## src/rtl/atsc_rs_out_framer.sv

```systemverilog
// Re-framer between the RS decoder output and the RFNoC AXI wrapper: programmable packet length,
// optional codeword flush, CHDR header rebuild and a skid-buffered output. Optional: RS_FRAMER_SEQNUM_EN.
module atsc_rs_out_framer #(
  parameter int DATA_W            = 32,
  parameter int MAX_PKT_WORDS     = 1024,
  parameter int DEFAULT_PKT_WORDS = 64,
  parameter int SR_PKT_LEN        = 130,
  parameter int SR_CTRL           = 131
) (
  input  logic              ce_clk,
  input  logic              ce_rst,
  input  logic              clear_tx_seqnum,
  input  logic              set_stb,
  input  logic [7:0]        set_addr,
  input  logic [31:0]       set_data,
  input  logic [15:0]       src_sid,
  input  logic [15:0]       next_dst_sid,
  input  logic [127:0]      hdr_in,
  input  logic              hdr_in_stb,
  input  logic [DATA_W-1:0] dec_tdata,
  input  logic              dec_tvalid,
  input  logic              dec_tlast,
  output logic              dec_tready,
  output logic [DATA_W-1:0] o_tdata,
  output logic [127:0]      o_tuser,
  output logic              o_tvalid,
  output logic              o_tlast,
  input  logic              o_tready,
  output logic [31:0]       rb_pkt_count
);

  localparam int CNT_W = $clog2(MAX_PKT_WORDS) + 1;
  localparam logic [CNT_W-1:0] MAX_LEN     = CNT_W'(MAX_PKT_WORDS);
  localparam logic [CNT_W-1:0] DEFAULT_LEN = CNT_W'(DEFAULT_PKT_WORDS);

  typedef enum logic {IDLE, BODY} state_t;

  state_t            state, state_next;
  logic [CNT_W-1:0]  count, pkt_len_reg, pkt_len_active, len_clamped;
  logic [CNT_W-1:0]  cur_len, cur_cnt;
  logic              flush_on_tlast;
  logic [127:0]      hdr_last, user_active, start_user, beat_user;
  logic [31:0]       payload_bytes, len_field;
  logic [11:0]       seq_field;
  logic              accept, beat_last;
  logic              skid_full, skid_last;
  logic [DATA_W-1:0] skid_data;
  logic [127:0]      skid_user;
  logic              unused_bits;

  // Ready depends only on the registered skid flag, so it never combinationally follows o_tready.
  assign dec_tready = ~skid_full & ~ce_rst;
  assign accept     = dec_tvalid & dec_tready;

  always_comb begin
    len_clamped = CNT_W'(set_data[15:0]);
    if (set_data[15:0] == 16'd0 || 32'(set_data[15:0]) > 32'(MAX_PKT_WORDS))
      len_clamped = MAX_LEN;
  end

  always_ff @(posedge ce_clk) begin
    if (ce_rst) begin
      pkt_len_reg    <= DEFAULT_LEN;
      flush_on_tlast <= 1'b0;
    end else if (set_stb) begin
      if (set_addr == 8'(SR_PKT_LEN)) pkt_len_reg <= len_clamped;
      if (set_addr == 8'(SR_CTRL))    flush_on_tlast <= set_data[0];
    end
  end

  always_ff @(posedge ce_clk) begin
    if (ce_rst)          hdr_last <= '0;
    else if (hdr_in_stb) hdr_last <= hdr_in;
  end

`ifdef RS_FRAMER_SEQNUM_EN
  logic [11:0] seqnum;

  // Sequence advances when a packet is framed, so the next header already sees the new value.
  always_ff @(posedge ce_clk) begin
    if (ce_rst)                   seqnum <= '0;
    else if (clear_tx_seqnum)     seqnum <= '0;
    else if (accept && beat_last) seqnum <= seqnum + 12'd1;
  end

  assign seq_field   = seqnum;
  assign unused_bits = ^{set_data[31:16], hdr_last[123:64], len_field[31:16]};
`else
  assign seq_field   = hdr_last[123:112];
  assign unused_bits = ^{clear_tx_seqnum, set_data[31:16], hdr_last[111:64], len_field[31:16]};
`endif

  assign payload_bytes = 32'(pkt_len_reg) * 32'(DATA_W / 8);
  assign len_field     = payload_bytes + 32'd8 + (hdr_last[125] ? 32'd8 : 32'd0);
  assign start_user    = {hdr_last[127:124], seq_field, len_field[15:0], src_sid, next_dst_sid,
                          hdr_last[63:0]};

  assign cur_len   = (state == IDLE) ? pkt_len_reg : pkt_len_active;
  assign cur_cnt   = (state == IDLE) ? '0 : count;
  assign beat_last = (cur_cnt == cur_len - 1'b1) | (flush_on_tlast & dec_tlast);
  assign beat_user = (state == IDLE) ? start_user : user_active;

  always_ff @(posedge ce_clk) begin
    if (ce_rst) state <= IDLE;
    else        state <= state_next;
  end

  always_comb begin
    state_next = state;
    if (accept) state_next = beat_last ? IDLE : BODY;
  end

  always_ff @(posedge ce_clk) begin
    if (ce_rst) begin
      count          <= '0;
      pkt_len_active <= DEFAULT_LEN;
      user_active    <= '0;
    end else if (accept) begin
      count <= beat_last ? '0 : cur_cnt + 1'b1;
      if (state == IDLE) begin
        pkt_len_active <= pkt_len_reg;
        user_active    <= start_user;
      end
    end
  end

  // Output register backed by a single skid entry that catches the beat accepted during a stall.
  always_ff @(posedge ce_clk) begin
    if (ce_rst) begin
      o_tvalid  <= 1'b0;
      o_tlast   <= 1'b0;
      o_tdata   <= '0;
      o_tuser   <= '0;
      skid_full <= 1'b0;
      skid_last <= 1'b0;
      skid_data <= '0;
      skid_user <= '0;
    end else if (!o_tvalid || o_tready) begin
      if (skid_full) begin
        o_tvalid  <= 1'b1;
        o_tlast   <= skid_last;
        o_tdata   <= skid_data;
        o_tuser   <= skid_user;
        skid_full <= 1'b0;
      end else if (accept) begin
        o_tvalid <= 1'b1;
        o_tlast  <= beat_last;
        o_tdata  <= dec_tdata;
        o_tuser  <= beat_user;
      end else begin
        o_tvalid <= 1'b0;
      end
    end else if (accept) begin
      skid_full <= 1'b1;
      skid_last <= beat_last;
      skid_data <= dec_tdata;
      skid_user <= beat_user;
    end
  end

  always_ff @(posedge ce_clk) begin
    if (ce_rst)                            rb_pkt_count <= '0;
    else if (o_tvalid && o_tready && o_tlast) rb_pkt_count <= rb_pkt_count + 32'd1;
  end

endmodule

```

## config.mk

```make
export PLATFORM = sky130hd
export DESIGN_NAME = atsc_rs_out_framer
export DESIGN_NICKNAME = d
export VERILOG_FILES = /design/src/rtl/atsc_rs_out_framer.sv
export SDC_FILE = /design/constraint.sdc
export NUM_CORES = 1
export LEC_CHECK = 0
export ABC_CLOCK_PERIOD_IN_PS = 4700
export BUFFER_PORTS_ARGS = -buffer_cell sky130_fd_sc_hd__buf_2
export CORE_MARGIN = 3
export CORE_UTILIZATION = 55
export CTS_CLUSTER_DIAMETER = 60
export DETAILED_ROUTE_END_ITERATION = 12
export PLACE_DENSITY = 0.81
export SLEW_MARGIN = 15
export SYNTH_ARGS = -nofsm -noshare
export SYNTH_HDL_FRONTEND = slang
export SYNTH_SLANG_ARGS = --single-unit
```

## constraint.sdc

```tcl
create_clock -name ce_clk -period 4.7 [get_ports ce_clk]
set_input_delay 0.705 -clock ce_clk [delete_from_list [all_inputs] [get_ports ce_clk]]
set_output_delay 0.705 -clock ce_clk [all_outputs]
set_load 0.005 [all_outputs]
```

; Word level (Yosys, flattened, before mapping)
; Cells that the tools add are included.
[op_classes]
add_sub_neg = 5
order_cmp = 1
n_eq_ne = 3
mux = 15
bitwise_logic = 7
reduce_logical = 12
[ops]
columns = cell, count
row1 = $mux 128, 3
row2 = $mux 32, 2
row3 = $mux 11, 4
row4 = $add 32x1->32 const B, 1
row5 = $eq 8x8->1 const B, 2
row6 = $gt 16x11->1 const B, 1
row7 = $logic_not 16->1, 1
row8 = $add 14x4->15, 1
row9 = $add 13x4->14 const B, 1
row10 = $add 11x1->11 const B, 1
row11 = $eq 11x11->1, 1
row12 = $sub 11x1->11 const B, 1
row13 = $reduce_and 2->1, 4
row14 = $mux 1, 5
row15 = $mux 4, 1
row16 = $and 1x1->1, 3
row17 = $not 1->1, 3
row18 = $logic_and 1x1->1, 2
row19 = $logic_or 1x1->1, 2
row20 = $reduce_bool 2->1, 1
row21 = $reduce_or 2->1, 1
row22 = $logic_not 1->1, 1
row23 = $or 1x1->1, 1
[totals]
reg_bits = 647
input_bits = 240
output_inout_bits = 195
word_cells = 59

; Depth between registers and ports, before layout
; Gate-level depths: netlist (run 1).
[depth]
ltp_word = 6
mapped_depth = 17
depth_no_buf = 11

; Worst setup path after synthesis (run 1)
; No wires, ideal clock.
[synth_timing]
kind = register to register
from = register state
to = register count[0]
setup_time_ns = 0.128
arrival_ns = 3.941
t_required_ns = 4.572
setup_slack_ns = 0.632
path_stages_with_launch = 18
path_buffers = 7
period_less_slack_ns = 4.068
path_cell_list = dfxtp_1 -> buf_6 -> buf_2 -> buf_2 -> clkbuf_1 -> clkbuf_1 -> clkbuf_1 -> mux2i_1 -> ha_1 -> nor4b_2 -> nor2_1 -> or3_1 -> o2111ai_1 -> a31oi_1 -> or4_1 -> buf_2 -> a32oi_1 -> nor2_1
[synth_via]
elab_chain_len = 5
elab_cells_between_ends = 7
classes_between = 2 x add/sub / 1 x eq/ne / 3 x mux / 1 x bitwise
[synth_lines]
columns = element, line_no
row1 = "start, declared", 38  ; state_t state, state_next;
row2 = "start signal, assigned", 105  ; else state <= state_next;
row3 = $mux 11, -
row4 = $sub 11x1->11, 100  ; assign beat_last = (cur_cnt == cur_len - 1'b1) | (flush_on_tlast & dec_tlast);
row5 = $eq 11x11->1, 100
row6 = $or 1x1->1, 100
row7 = $mux 11 *, 119  ; count <= beat_last ? '0 : cur_cnt + 1'b1;
row8 = "end signal, assigned", 119
row9 = "end, declared", 39  ; logic [CNT_W-1:0] count, pkt_len_reg, pkt_len_active, len_clamped;
; Mark *: on every way between the ends. The rest lies on a longest branch, timed or not.
; A chain may end at the register's enable or synchronous reset.

; Worst setup path after layout (run 1)
[layout_timing]
from = register state
to = register o_tlast
[layout_via]
elab_chain_len = 6
elab_cells_between_ends = 7
classes_between = 1 x add/sub / 1 x eq/ne / 4 x mux / 1 x bitwise
[layout_lines]
columns = element, line_no
row1 = $mux 11, -
row2 = $sub 11x1->11, 100
row3 = $eq 11x11->1 *, 100
row4 = $or 1x1->1 *, 100
row5 = $mux 1 *, 145  ; end else if (accept) begin
row6 = $mux 1 *, 139  ; if (skid_full) begin
row7 = "end signal, assigned", 141  ; o_tlast <= skid_last;
row8 = "end signal, assigned", 147  ; o_tlast <= beat_last;
row9 = "end, declared", 27  ; output logic o_tlast,
; Mark *: on every way between the ends. The rest lies on a longest branch, timed or not. The select of a mux whose other input is x is not followed.

==> flow_summary.toml, run 1 <==
[outcome]
status = "finished clean"

[drt]
firstDrtPassIters = 7
drc_errors = 0
vias_per_cell = 5.652
ant_nets = 0
vias = 21080
drtIter0Drc = 1813
wire_per_inst_um = 17.10
wl_um = 63790

[layout]
num-nets-final = 3331
n_fill_cell = 3443
layout_commonest_cell = "dfxtp_1"
final_area_um2 = 28330
reg.largest.list = "o_tuser: 128 flops, skid_user: 128 flops, user_active: 128 flops"
drive_gt1_frac = 0.1617
layout_common_cells = "dfxtp_1 (597), nand2_1 (501), nor2_1 (382)"
stdcell_count = 3730
area_delta_synth_final_pct = 16.46

[floorplan]
ioPinCount = 435
coreArea_um2 = 43360
die_x_um = 216.3
die_area_um2 = 46790
rows = 76
start_util = 0.5611
die_h_um = 216.3

[clock_network]
htree_levels = 2
post_cts_buffers = 0
cts_tree = "built"
clock_latency_ps = 610
clk_pin_slew_ps = 60
post_cts_resized = 0
hold_buffers = 0
cts.path.max_buffers = 3
cts_root_buf = "clkbuf_16"
cts_buffers = 57
clock_sinks = 599

[setup_path]
reg2reg_from = "state$_SDFFE_PP0P_"
critical_path_class = "reg2reg"
r2r_slack_ps = 750
cp-start-kind = "flop"
cp-end-kind = "flop"
crit_arrival_ps = 4470
crit_required_ps = 5220
crit_fanout = 48
ff2ff_path_depth = 11
r2r_end = "o_tlast$_SDFFE_PP0P_"

[synth]
syn_avg_cell_area_um2 = 8.483
postSynthCellCount = 2868
yosys_register_bits = 599
synth_edf_count = 0
ys_warn_count = 0
synth_area_um2 = 24330
ys_types = 47
ys_seq_area_frac = 0.4929
synth_fp_nets = 3114
async_flop_share = 0
synth_ff_type = "dfxtp_1"

[pwr]
irDropWorstVdd_mv = 0.3165
p_leak_nw = 10.76
p_per_area_nw_per_um2 = 389.4

[placed_design]
place_hpwl_um = 40260
dp_cells = 3611
place_area_um2 = 26380
gp_congestion = 0.8863
portBuffers = 369

[global_routing]
grt_pass1_vias = 20320
grt_max_degree = 220
antenna_found_initial = 16
grt_first_pass_wirelength_um = 102700
grt_overflow_total = 0
grtUsageTotal = 0.2614

[job]
max-cap-violations = 0

[min_path]
min_from = "set_data[6]"
hold_class = "in2reg"
min_to = "pkt_len_reg[6]$_SDFFE_PP1P_"
hold_depth = 3

[timing]
tns_ps = 0
rsz0062_at_grt = "no"
holdWs_ps = 325.9
finalCritPeriodShare = 0.8401
drv_slew = 0
skew_ps = 18.60
relSlewSlack = 0.2263
period_minus_slack_ps = 3949
hold_viol = 0
fmax_mhz = 253.3
setup_violations = 0
worst_pin_slew_ps = 1160
-- kinds of logic after synthesis --
family          count (synthesis)  share of synthesized area
simple gates                 1083                     0.1900
buf+inv                       252                    0.03996
flops                         599                     0.4929
compound gates                634                     0.1559
fa+ha+maj                       6                   0.003086
xor+xnor                       54                    0.01944
mux                           240                    0.09874
-- power by group --
group | switching, mW | internal (mW) | total, mW
clock network | 1.95 | 2.73 | 4.68
logic | 0.578 | 0.368 | 0.945
registers | 0.120 | 5.28 | 5.40
total | 2.65 | 8.38 | 11.0
-- cells in the mapped netlist (5+ instances only) --
master | n | share of area
a211oi_1 | 225 | 0.069
a21oi_1 | 193 | 0.040
a31oi_1 | 9 | 0.0023
and2_1 | 8 | 0.0021
and3_1 | 16 | 0.0041
and4_1 | 5 | 0.0018
buf_1 | 21 | 0.0032
buf_2 | 15 | 0.0031
clkbuf_1 | 206 | 0.032
dfxtp_1 | 599 | 0.49
ha_1 | 6 | 0.0031
inv_1 | 8 | 0.0012
mux2i_1 | 240 | 0.099
nand2_1 | 502 | 0.077
nand3_1 | 42 | 0.0086
nand3b_1 | 61 | 0.019
nand4_1 | 22 | 0.0057
nor2_1 | 383 | 0.059
nor3_1 | 14 | 0.0029
nor4_1 | 6 | 0.0015
o21ai_0 | 192 | 0.039
xnor2_1 | 16 | 0.0058
xor2_1 | 38 | 0.014
-- through the flow --
| stage | util | total power [mW] | setup slack [ps] |
|---|---|---|---|
| final | 0.6534 | 11.03 | 751.5 |
| after global routing | 0.6532 | 11.44 | 440.3 |
| after CTS | 0.6525 | 11.10 | 795.8 |
| after detailed placement | 0.6083 | 6.448 | 840.6 |
| after global placement | 0.6083 | 6.401 | 931.8 |
| after floorplan | - | 6.103 | 631.6 |
-- area by class of cell --
class / count / area [µm²] / area share
Clock buffer: 83 / 1667 / 0.05882
Tap cell: 585 / 732.0 / 0.02583
Antenna cell: 15 / 37.54 / 0.001325
Multi-Input combinational cell: 2017 / 11400 / 0.4024
Clock inverter: 21 / 250.2 / 0.008832
Sequential cell: 599 / 12000 / 0.4235
Inverter: 9 / 33.78 / 0.001192
Timing Repair Buffer: 401 / 2212 / 0.07808
-- metal layers --
layer | vias up | track usage | wire length, µm
li1 | 10310 | - | -
met3 | 134 | 0.03982 | 3727
met4 | 6 | 0.1070 | 2154
met1 | 9971 | 0.3332 | 27070
met5 | - | 0 | 47
met2 | 663 | 0.4454 | 30780
-- how the worst max path moves through the flow --
stage	startpoint	endpoint	slack (ps)	cells past startpoint
3_3_place_gp	state$_SDFFE_PP0P_	o_tlast$_SDFFE_PP0P_	930	11
4_1_cts	state$_SDFFE_PP0P_	o_tlast$_SDFFE_PP0P_	800	11
6_report	state$_SDFFE_PP0P_	o_tlast$_SDFFE_PP0P_	750	11
3_5_place_dp	state$_SDFFE_PP0P_	o_tlast$_SDFFE_PP0P_	840	11
5_1_grt	state$_SDFFE_PP0P_	o_tlast$_SDFFE_PP0P_	440	11
2_1_floorplan	state$_SDFFE_PP0P_	count[0]$_SDFFE_PP0P_	630	17
-- critical path: stages, from the launching register on --
cell and delay [ps]:
dfxtp_4 720, nor2b_1 180, a21oi_1 200, ha_1 290, nor4b_2 280, nor2_1 130, or3_1 390, o2111ai_1 110
a31oi_1 110, or4_1 890, a211o_1 390, a31oi_1 160
(Power assumes the default switching activity.)
==> run 2, diff against run 1 <==
--- a/config.mk
+++ b/config.mk
@@ -5,13 +5,13 @@
 export SDC_FILE = /design/constraint.sdc
 export NUM_CORES = 1
 export LEC_CHECK = 0
-export ABC_CLOCK_PERIOD_IN_PS = 4700
+export ABC_CLOCK_PERIOD_IN_PS = 3200
 export BUFFER_PORTS_ARGS = -buffer_cell sky130_fd_sc_hd__buf_2
 export CORE_MARGIN = 3
-export CORE_UTILIZATION = 55
+export CORE_UTILIZATION = 50
 export CTS_CLUSTER_DIAMETER = 60
 export DETAILED_ROUTE_END_ITERATION = 12
-export PLACE_DENSITY = 0.81
+export PLACE_DENSITY = 0.78
 export SLEW_MARGIN = 15
 export SYNTH_ARGS = -nofsm -noshare
 export SYNTH_HDL_FRONTEND = slang
==> constraint.sdc (replaced) <==
create_clock -name ce_clk -period 3.2 [get_ports ce_clk]
set_input_delay 0.48 -clock ce_clk [delete_from_list [all_inputs] [get_ports ce_clk]]
set_output_delay 0.48 -clock ce_clk [all_outputs]
set_load 0.005 [all_outputs]
==> run 2 against run 1 <==
Effect of this change:
- worst hold slack got worse by 220 ps
- register-to-register slack got worse by 640 ps
- via count decreased by 0.33%
- clock power is 56% higher
- utilization down 5.5 points
- clock-buffer cell count is 14 higher
- non-clock buffer count increased by 5
- power is 51% higher
==> flow_summary.toml, run 2 (same netlist as run 1, synthesis figures left out) <==
[setup_path]
crit_required_ps = 3720
critPathMaxStageDelay_ps = 680
cp-end-kind = "flop"
cp_num_buf_inv = 0
crit_fanout = 21
critPathTopFamily = "compound AO/OA/AOI/OAI gates"
critical_path_class = "reg2reg"
path_cells = "mux2i_1, ha_2, and4bb_2, a21oi_2, o311a_1, a221o_1, or4_4, a211o_1, a31oi_1"
r2r_slack_ps = 110
cp_slowest_cell = "or4_4"
crit_arrival_ps = 3610
cp-start-kind = "flop"

[layout]
layout_commonest_cell = "dfxtp_1"
n_fill_cell = 4042
num-nets-final = 3340
area_delta_synth_final_pct = 17.90
layout_common_cells = "dfxtp_1 (597), nand2_1 (501), nor2_1 (382)"
final_area_um2 = 28680
reg.largest.list = "o_tuser: 128 flops, skid_user: 128 flops, user_active: 128 flops"
final_core_util = 0.5982
drive_gt1_frac = 0.1682

[timing]
skew_ps = 17.20
rsz0062_at_grt = "yes"
drv_slew = 0
relSlewSlack = 0.2088
fmax_mhz = 323.8
setup_violations = 0
hold_viol = 0
worst_pin_slew_ps = 1187
period_minus_slack_ps = 3088
finalCritPeriodShare = 0.9651

[global_routing]
grt_max_degree = 214
antenna_found_initial = 11
grt_first_pass_wirelength_um = 101400
grt_overflow_total = 0
grt_pass1_vias = 20220
grtUsageTotal = 0.2376

[outcome]
status = "finished clean"

[clock_network]
cts_tree = "built"
htree_levels = 2
clock_sinks = 599
cts_root_buf = "clkbuf_16"
clk_pin_slew_ps = 60
cts_buffers = 61
clock_latency_ps = 610
cts.path.max_buffers = 3
post_cts_buffers = 0

[floorplan]
start_util = 0.5074
ioPinCount = 435
die_h_um = 226.6
die_area_um2 = 51340
rows = 80
coreArea_um2 = 47950
die_x_um = 226.6

[drt]
drtIter0Drc = 1448
firstDrtPassIters = 5
ant_nets = 0
vias_per_cell = 5.576
drc_errors = 0
wl_um = 63690
vias = 21010
wire_per_inst_um = 16.90

[placed_design]
portBuffers = 369
place_hpwl_um = 39710
place_area_um2 = 26540
gp_congestion = 0.8924

[pwr]
p_per_area_nw_per_um2 = 580.2
irDropWorstVdd_mv = 0.4094
p_leak_nw = 10.92

[job]
max-cap-violations = 0

[min_path]
hold_class = "in2reg"
run 2: worst min-delay path, stage by stage:
cell and delay (ps):
buf_2 80, mux2i_1 50, nor2_1 70
run 2: final timing paths:
check | startpoint | endpoint | cells past startpoint
worst max register to register | state$_SDFFE_PP0P_ | o_tlast$_SDFFE_PP0P_ | 9
worst min-delay path | hdr_in[119] | hdr_last[119]$_SDFFE_PP0P_ | 3
worst max-delay path | state$_SDFFE_PP0P_ | o_tlast$_SDFFE_PP0P_ | 9
worst min register to register | o_tuser[98]$_SDFFE_PP0P_ | o_tuser[98]$_SDFFE_PP0P_ | 2
run 2: per-stage QoR:
step | hold WS (ps) | TNS [ps] | setup WS (ps) | cells | power, mW
2_1_floorplan | 436.0 | -3302 | -250.9 | 2868 | 8.973
3_3_place_gp | 436.2 | 0 | 271.6 | 3646 | 9.418
3_5_place_dp | 441.2 | 0 | 161.1 | 3646 | 9.489
4_1_cts | 65.25 | 0 | 124.3 | 3760 | 16.78
5_1_grt | 98.67 | -10.08 | -10.08 | 3767 | 17.28
6_report | 109.8 | 0 | 111.7 | 3768 | 16.64
run 2: per-layer routing:
| metal | GRT usage | routed length [µm] | vias to the layer above | part of all wire |
|---|---|---|---|---|
| met5 | 0 | 53 | - | 0.00083 |
| met4 | 0.09452 | 1952 | 8 | 0.031 |
| met3 | 0.05036 | 3813 | 125 | 0.060 |
| met2 | 0.4068 | 30850 | 566 | 0.48 |
| met1 | 0.2928 | 27020 | 9991 | 0.42 |
| li1 | - | - | 10320 | - |
run 2: power by group:
part	internal, mW	switching (mW)	leakage (nW)
combinational	0.551	0.859	4.99
sequential	7.76	0.163	4.88
clock	4.38	2.93	1.05
run 2: what timing repair did:
action	in CTS	in global routing
setup endpoints to repair	0	1
resized for setup	0	0
hold buffers	0	0
run 2: final cells by class:
class / instances / area, µm² / share of cell area
sequential: 599 / 12000 / 0.4183
multi-input combinational: 2017 / 11430 / 0.3985
timing repair buffer: 406 / 2312 / 0.08061
clock buffer: 97 / 1934 / 0.06744
tap: 615 / 769.5 / 0.02683
clock inverter: 17 / 183.9 / 0.006412
inverter: 9 / 33.78 / 0.001178
antenna: 8 / 20.02 / 0.0006980
